$ cat src/rtl/ndp_feeder.sv
// ndp_feeder: buffers k-slices of A columns / B rows, then streams them into an
// NDP unit (reset pulse, one slice per cycle, end-of-operands flag) and holds
// the unit's result until a consumer takes it.
//
// state  | meaning
// IDLE   | accepting slice writes, waiting for start
// CLEAR  | one-cycle reset pulse to the NDP unit
// FEED   | streaming buffered slices, one per cycle
// FLAG   | one-cycle end-of-operands flag
// WAIT   | waiting for calc_done_flag from the NDP unit
// RESULT | result held until res_ready handshake
module ndp_feeder #(
  parameter int WIDTH      = 16,
  parameter int ARR_HEIGHT = 4,
  parameter int ARR_WIDTH  = 4,
  parameter int SYS_HEIGHT = 1,
  parameter int SYS_WIDTH  = 1,
  parameter int K_MAX      = 8,
  localparam int A_W = SYS_HEIGHT * ARR_HEIGHT * WIDTH,
  localparam int B_W = SYS_WIDTH * ARR_WIDTH * WIDTH,
  localparam int C_W = A_W * SYS_WIDTH * ARR_WIDTH,
  localparam int CW  = $clog2(K_MAX + 1)
) (
  input  logic           clk,
  input  logic           reset,
  input  logic           wr_en,
  input  logic [A_W-1:0] wr_a,
  input  logic [B_W-1:0] wr_b,
  output logic           wr_ready,
  output logic [CW-1:0]  k_count,
  input  logic           start,
  output logic           busy,
  output logic           ndp_reset,
  output logic [A_W-1:0] in_a,
  output logic [B_W-1:0] in_b,
  output logic           in_done_flag,
  input  logic           calc_done_flag,
  input  logic [C_W-1:0] out_c,
  output logic           res_valid,
  output logic [C_W-1:0] res_data,
  input  logic           res_ready
);

  // Buffer index width; depth rounded to a power of two so the slice index
  // never selects outside the array.
  localparam int AW    = (K_MAX > 1) ? $clog2(K_MAX) : 1;
  localparam int DEPTH = 1 << AW;

  typedef enum logic [2:0] {
    S_IDLE, S_CLEAR, S_FEED, S_FLAG, S_WAIT, S_RESULT
  } state_t;

  state_t         state_q, state_d;
  logic [CW-1:0]  k_count_q, k_count_d;
  logic [CW-1:0]  idx_q, idx_d;
  logic [A_W-1:0] in_a_q, in_a_d;
  logic [B_W-1:0] in_b_q, in_b_d;
  logic           in_done_q, in_done_d;
  logic           res_valid_q, res_valid_d;
  logic [C_W-1:0] res_data_q, res_data_d;
  logic [CW-1:0]  k_next;
  logic           wr_acc;

  logic [A_W-1:0] buf_a [DEPTH];
  logic [B_W-1:0] buf_b [DEPTH];

  assign wr_ready     = (state_q == S_IDLE) && (k_count_q < CW'(K_MAX));
  assign wr_acc       = wr_en && wr_ready;
  assign k_count      = k_count_q;
  assign busy         = (state_q != S_IDLE);
  assign ndp_reset    = reset || (state_q == S_CLEAR);
  assign in_a         = in_a_q;
  assign in_b         = in_b_q;
  assign in_done_flag = in_done_q;
  assign res_valid    = res_valid_q;
  assign res_data     = res_data_q;

  // Slice storage; writes land at the current count, only while in IDLE.
  always_ff @(posedge clk) begin
    if (!reset && wr_acc) begin
      buf_a[k_count_q[AW-1:0]] <= wr_a;
      buf_b[k_count_q[AW-1:0]] <= wr_b;
    end
  end

  // Next-state logic; outputs are decoded from the next state so they appear
  // registered in the same cycle the FSM enters the matching state.
  always_comb begin
    state_d    = state_q;
    k_count_d  = k_count_q;
    idx_d      = idx_q;
    res_data_d = res_data_q;
    k_next     = k_count_q + CW'(wr_acc);
    case (state_q)
      S_IDLE: begin
        k_count_d = k_next;
        if (start && (k_next != '0)) state_d = S_CLEAR;
      end
      S_CLEAR: begin
        idx_d   = '0;
        state_d = S_FEED;
      end
      S_FEED: begin
        if (idx_q == k_count_q - CW'(1)) state_d = S_FLAG;
        else                             idx_d   = idx_q + CW'(1);
      end
      S_FLAG: state_d = S_WAIT;
      S_WAIT: begin
        if (calc_done_flag) begin
          res_data_d = out_c;
          state_d    = S_RESULT;
        end
      end
      S_RESULT: begin
        if (res_valid_q && res_ready) begin
          k_count_d = '0;
          state_d   = S_IDLE;
        end
      end
      default: state_d = S_IDLE;
    endcase
    in_a_d      = (state_d == S_FEED) ? buf_a[idx_d[AW-1:0]] : '0;
    in_b_d      = (state_d == S_FEED) ? buf_b[idx_d[AW-1:0]] : '0;
    in_done_d   = (state_d == S_FLAG);
    res_valid_d = (state_d == S_RESULT);
  end

  // State and registered outputs with synchronous reset.
  always_ff @(posedge clk) begin
    if (reset) begin
      state_q     <= S_IDLE;
      k_count_q   <= '0;
      idx_q       <= '0;
      in_a_q      <= '0;
      in_b_q      <= '0;
      in_done_q   <= 1'b0;
      res_valid_q <= 1'b0;
      res_data_q  <= '0;
    end else begin
      state_q     <= state_d;
      k_count_q   <= k_count_d;
      idx_q       <= idx_d;
      in_a_q      <= in_a_d;
      in_b_q      <= in_b_d;
      in_done_q   <= in_done_d;
      res_valid_q <= res_valid_d;
      res_data_q  <= res_data_d;
    end
  end

endmodule

$ cat config.mk
export PLATFORM = sky130hd
export DESIGN_NAME = ndp_feeder
export DESIGN_NICKNAME = d
export VERILOG_FILES = /design/src/rtl/ndp_feeder.sv
export SDC_FILE = /design/constraint.sdc
export NUM_CORES = 2
export LEC_CHECK = 0
export BUFFER_PORTS_ARGS = -buffer_cell sky130_fd_sc_hd__buf_2
export CORE_MARGIN = 2
export CORE_UTILIZATION = 35
export CTS_CLUSTER_SIZE = 8
export DETAILED_ROUTE_END_ITERATION = 16
export PLACE_DENSITY_LB_ADDON = 0.2
export SYNTH_ARGS = -nofsm -noshare
export SYNTH_HDL_FRONTEND = slang
export SYNTH_SLANG_ARGS = --single-unit
$ cat constraint.sdc
create_clock -name clk -period 31.6 [get_ports clk]
set_input_delay 3.16 -clock clk [delete_from_list [all_inputs] [get_ports clk]]
set_output_delay 3.16 -clock clk [all_outputs]
set_load 0.03 [all_outputs]
==> results.cfg <==
[outcome]
status = finished clean

[finish]
fin_area_mm2 = 0.0640
n_fill_cell = 13600
drive_gt1_share_pct = 23.5
syn_to_final_growth_pct = 22.2
finalNetCount = 4741

[floorplan]
initial_core_util_pct = 35.3
num_rows = 141
die_h_um = 391
die_area_mm2 = 0.153
die_w_um = 391
core_mm2 = 0.148
num_io_pins = 783

[global_route]
grt.met3_usage_pct = 6.58
antenna_found_initial = 94
grt_util_met2_pct = 38.5
use_met1_pct = 27.1
grt_pass1_wl_um = 242000
grt_max_degree = 161
grt.busiest_layer = met2
grt_pass1_vias = 30800
overflow = 0
grt_usage_pct = 22.6

[worst_setup_path]
path_max_fanout = 60
arrival_ns = 7.85
critical_path_class = primary input to register
r2r_start = state_q[1]
r2r_cells = 15
cp_data_required_time_ns = 32.28
startpoint_type = primary input
endpoint = in_a[10]
startpoint = wr_en
end_kind = register
timing.rr.end = in_a[10]
r2r_slack_ns = 25.88

[synth]
yosysTopAreaCellShare_pct = 58.7
yosysMostFrequentCell = edfxtp_1
synth.cell_area_mm2 = 0.0524
yosys-top-cells-count = edfxtp_1 (1024), nand2_1 (779), mux2i_1 (649)
synthMuxAreaShare_pct = 12.5
yosys_register_bits = 1421
yosys_warnings = 0
ys_async_sr_fraction_pct = 0
synth-compound-area-share_pct = 5.18
synth_edf_count = 1024
syn_inst = 3549
synthSimpleGateAreaFrac_pct = 6.11
ys_top_cells_by_area = edfxtp_1 (59%), dfxtp_1 (15%), mux2i_1 (12%), nand2_1 (5.6%), a21oi_1 (2.5%)
synth_xor_area_share_pct = 0.177
synth_top_family_by_area = multiplexers
syn_area_per_cell_um2 = 14.8
yosysSeqAreaShare_pct = 73.9
syn_nets = 3943
synthFlopType = edfxtp_1
synth.distinct_cells = 42
synth-adder-area-share_pct = 0.0956
netlist.top_cell.by_area = edfxtp_1

[pwr]
combPwrFrac_pct = 19.8
p_switching_mw = 1.44
power_leakage_nw = 23.3
p_seq_share_pct = 41.9
power.density_mw_per_mm2 = 79.8
internal_power_mw = 3.67
swShare_pct = 28.2
clockPowerShare_pct = 38.2
irDropWorstVdd_mv = 0.111

[detailed_routing]
drc = 0
num_vias = 32100
via_per_inst = 4.98
ant_nets = 0
postRouteWirelength_um = 176000
wl_per_cell_um = 27.3
dr.first_iter.drc_count = 1830
drt_pass1_iterations = 5

[place]
placed_area_mm2 = 0.0582
gp_congestion = 1.02
place_ws_ns = 23.62
port-buffer-count = 782
dp_hpwl_um = 110000

[timing]
tns_ns = 0
min_period_over_period_pct = 22.7
final.setup.worst_slack_ns = 24.43
setup_viol = 0
slew_violations = 0
worst_slew_pin_slew_ns = 1.25
finalHoldViolCount = 0
period_needed_ns = 7.17
skew_ns = 0.0667
fmax_ghz = 0.139
rsz0062_at_grt = false
max_slew_margin_pct = 16.8

[clocking]
cts_setup_buffers = 0
htreeDepth = 4
hold_buffers = 0
cts.root.buffer_cell = clkbuf_16
clk_pin_slew_ns = 0.05
cts_tree = done
cts_resized = 0
cts_sinks = 1421
cts_buffer_depth = 3
clkLatencyLatePin_ns = 0.80
numCtsBuffers = 196

[hold_path]
hold_class = register to register

[job]
cap_violations = 0
## final cells by class
cell class                      instances  area (µm²)  area share (%)
Clock inverter                         13         265           0.415
Sequential cell                      1421       38700            60.5
Tap cell                             1930        2410            3.77
Inverter                                6        22.5          0.0352
Multi-Input combinational cell       1902       12700            19.9
Antenna cell                           23        57.6          0.0900
Timing Repair Buffer                  820        4350            6.79
Clock buffer                          329        5470            8.54
## sequential cells by signal, indices dropped and copies added (netlist names)
register      count
buf_a           512
buf_b           512
res_data        256
in_a             64
in_b             64
idx_q             4
k_count           4
state_q           3
in_done_flag      1
res_valid         1
## routing by layer
metal,vias up,routed length [µm]
met5,-,279
li1,14700,-
met4,42,7350
met3,394,12400
met1,16000,70000
met2,967,86200
## through the flow
step                      hold slack, ns  utilization [%]  std cells  total power, mW
after floorplan                    0.540                -       3549             2.92
final                              0.449             43.2       6444             5.11
after global routing               0.466             43.1       6425             5.32
after global placement             0.440             39.3       6079             3.20
after CTS                          0.450             43.1       6421             5.18
after detailed placement           0.444             39.3       6079             3.21
## worst min path at each step
stage                     cells past startpoint     startpoint            end  slack [ns]
after CTS                                     2  res_data[139]  res_data[139]        0.45
final                                         2  res_data[139]  res_data[139]        0.45
after detailed placement                      2  res_data[139]  res_data[139]        0.44
after global placement                        2  res_data[109]  res_data[109]        0.44
after floorplan                               1     state_q[2]     state_q[1]        0.54
after global routing                          2   res_data[55]   res_data[55]        0.47
## worst max-delay path: stages
cell,delay [ns]
buf_2,0.17
nand2_1,0.10
inv_1,0.05
ha_1,0.19
ha_1,0.30
o41ai_1,0.39
o21ai_0,0.15
a21boi_0,0.70
and3b_4,0.57
buf_4,0.75
buf_4,0.89
a32o_1,0.28
## layout by cell type (no fill, tap or decap), drive strengths merged, types with 2 or more instances in the layout
cell type,n
nor2b,4
o21ai,3
and2,2
clkbuf,330
nand2,779
clkinv,8
mux2i,649
diode,23
nand3,9
xnor2,7
inv,11
nand2b,3
o21bai,2
a22oi,2
mux2,4
nor2,19
a32o,127
and3,3
dfxtp,397
o22ai,2
edfxtp,1024
ha,4
a21oi,262
o211ai,2
nor3,5
nand3b,4
buf,819
## logic make-up after synthesis
kind of cell | after synthesis
buffers and inverters | 226
muxes | 653
and+or+nand+nor | 832
xor gates and xnor gates | 8
DFF | 1421
adders and majority gates | 4
AOI/OAI and AO/OA | 405
## power by group through the flow
stage,Combinational [mW],Sequential [mW],Clock (mW)
6_report,1.01,2.14,1.95
3_5_place_dp,1.03,2.18,0
3_3_place_gp,1.02,2.18,0
2_1_floorplan,0.667,2.26,0
5_1_grt,1.09,2.15,2.08
4_1_cts,1.03,2.14,2.01
(Power assumes the default switching activity.)
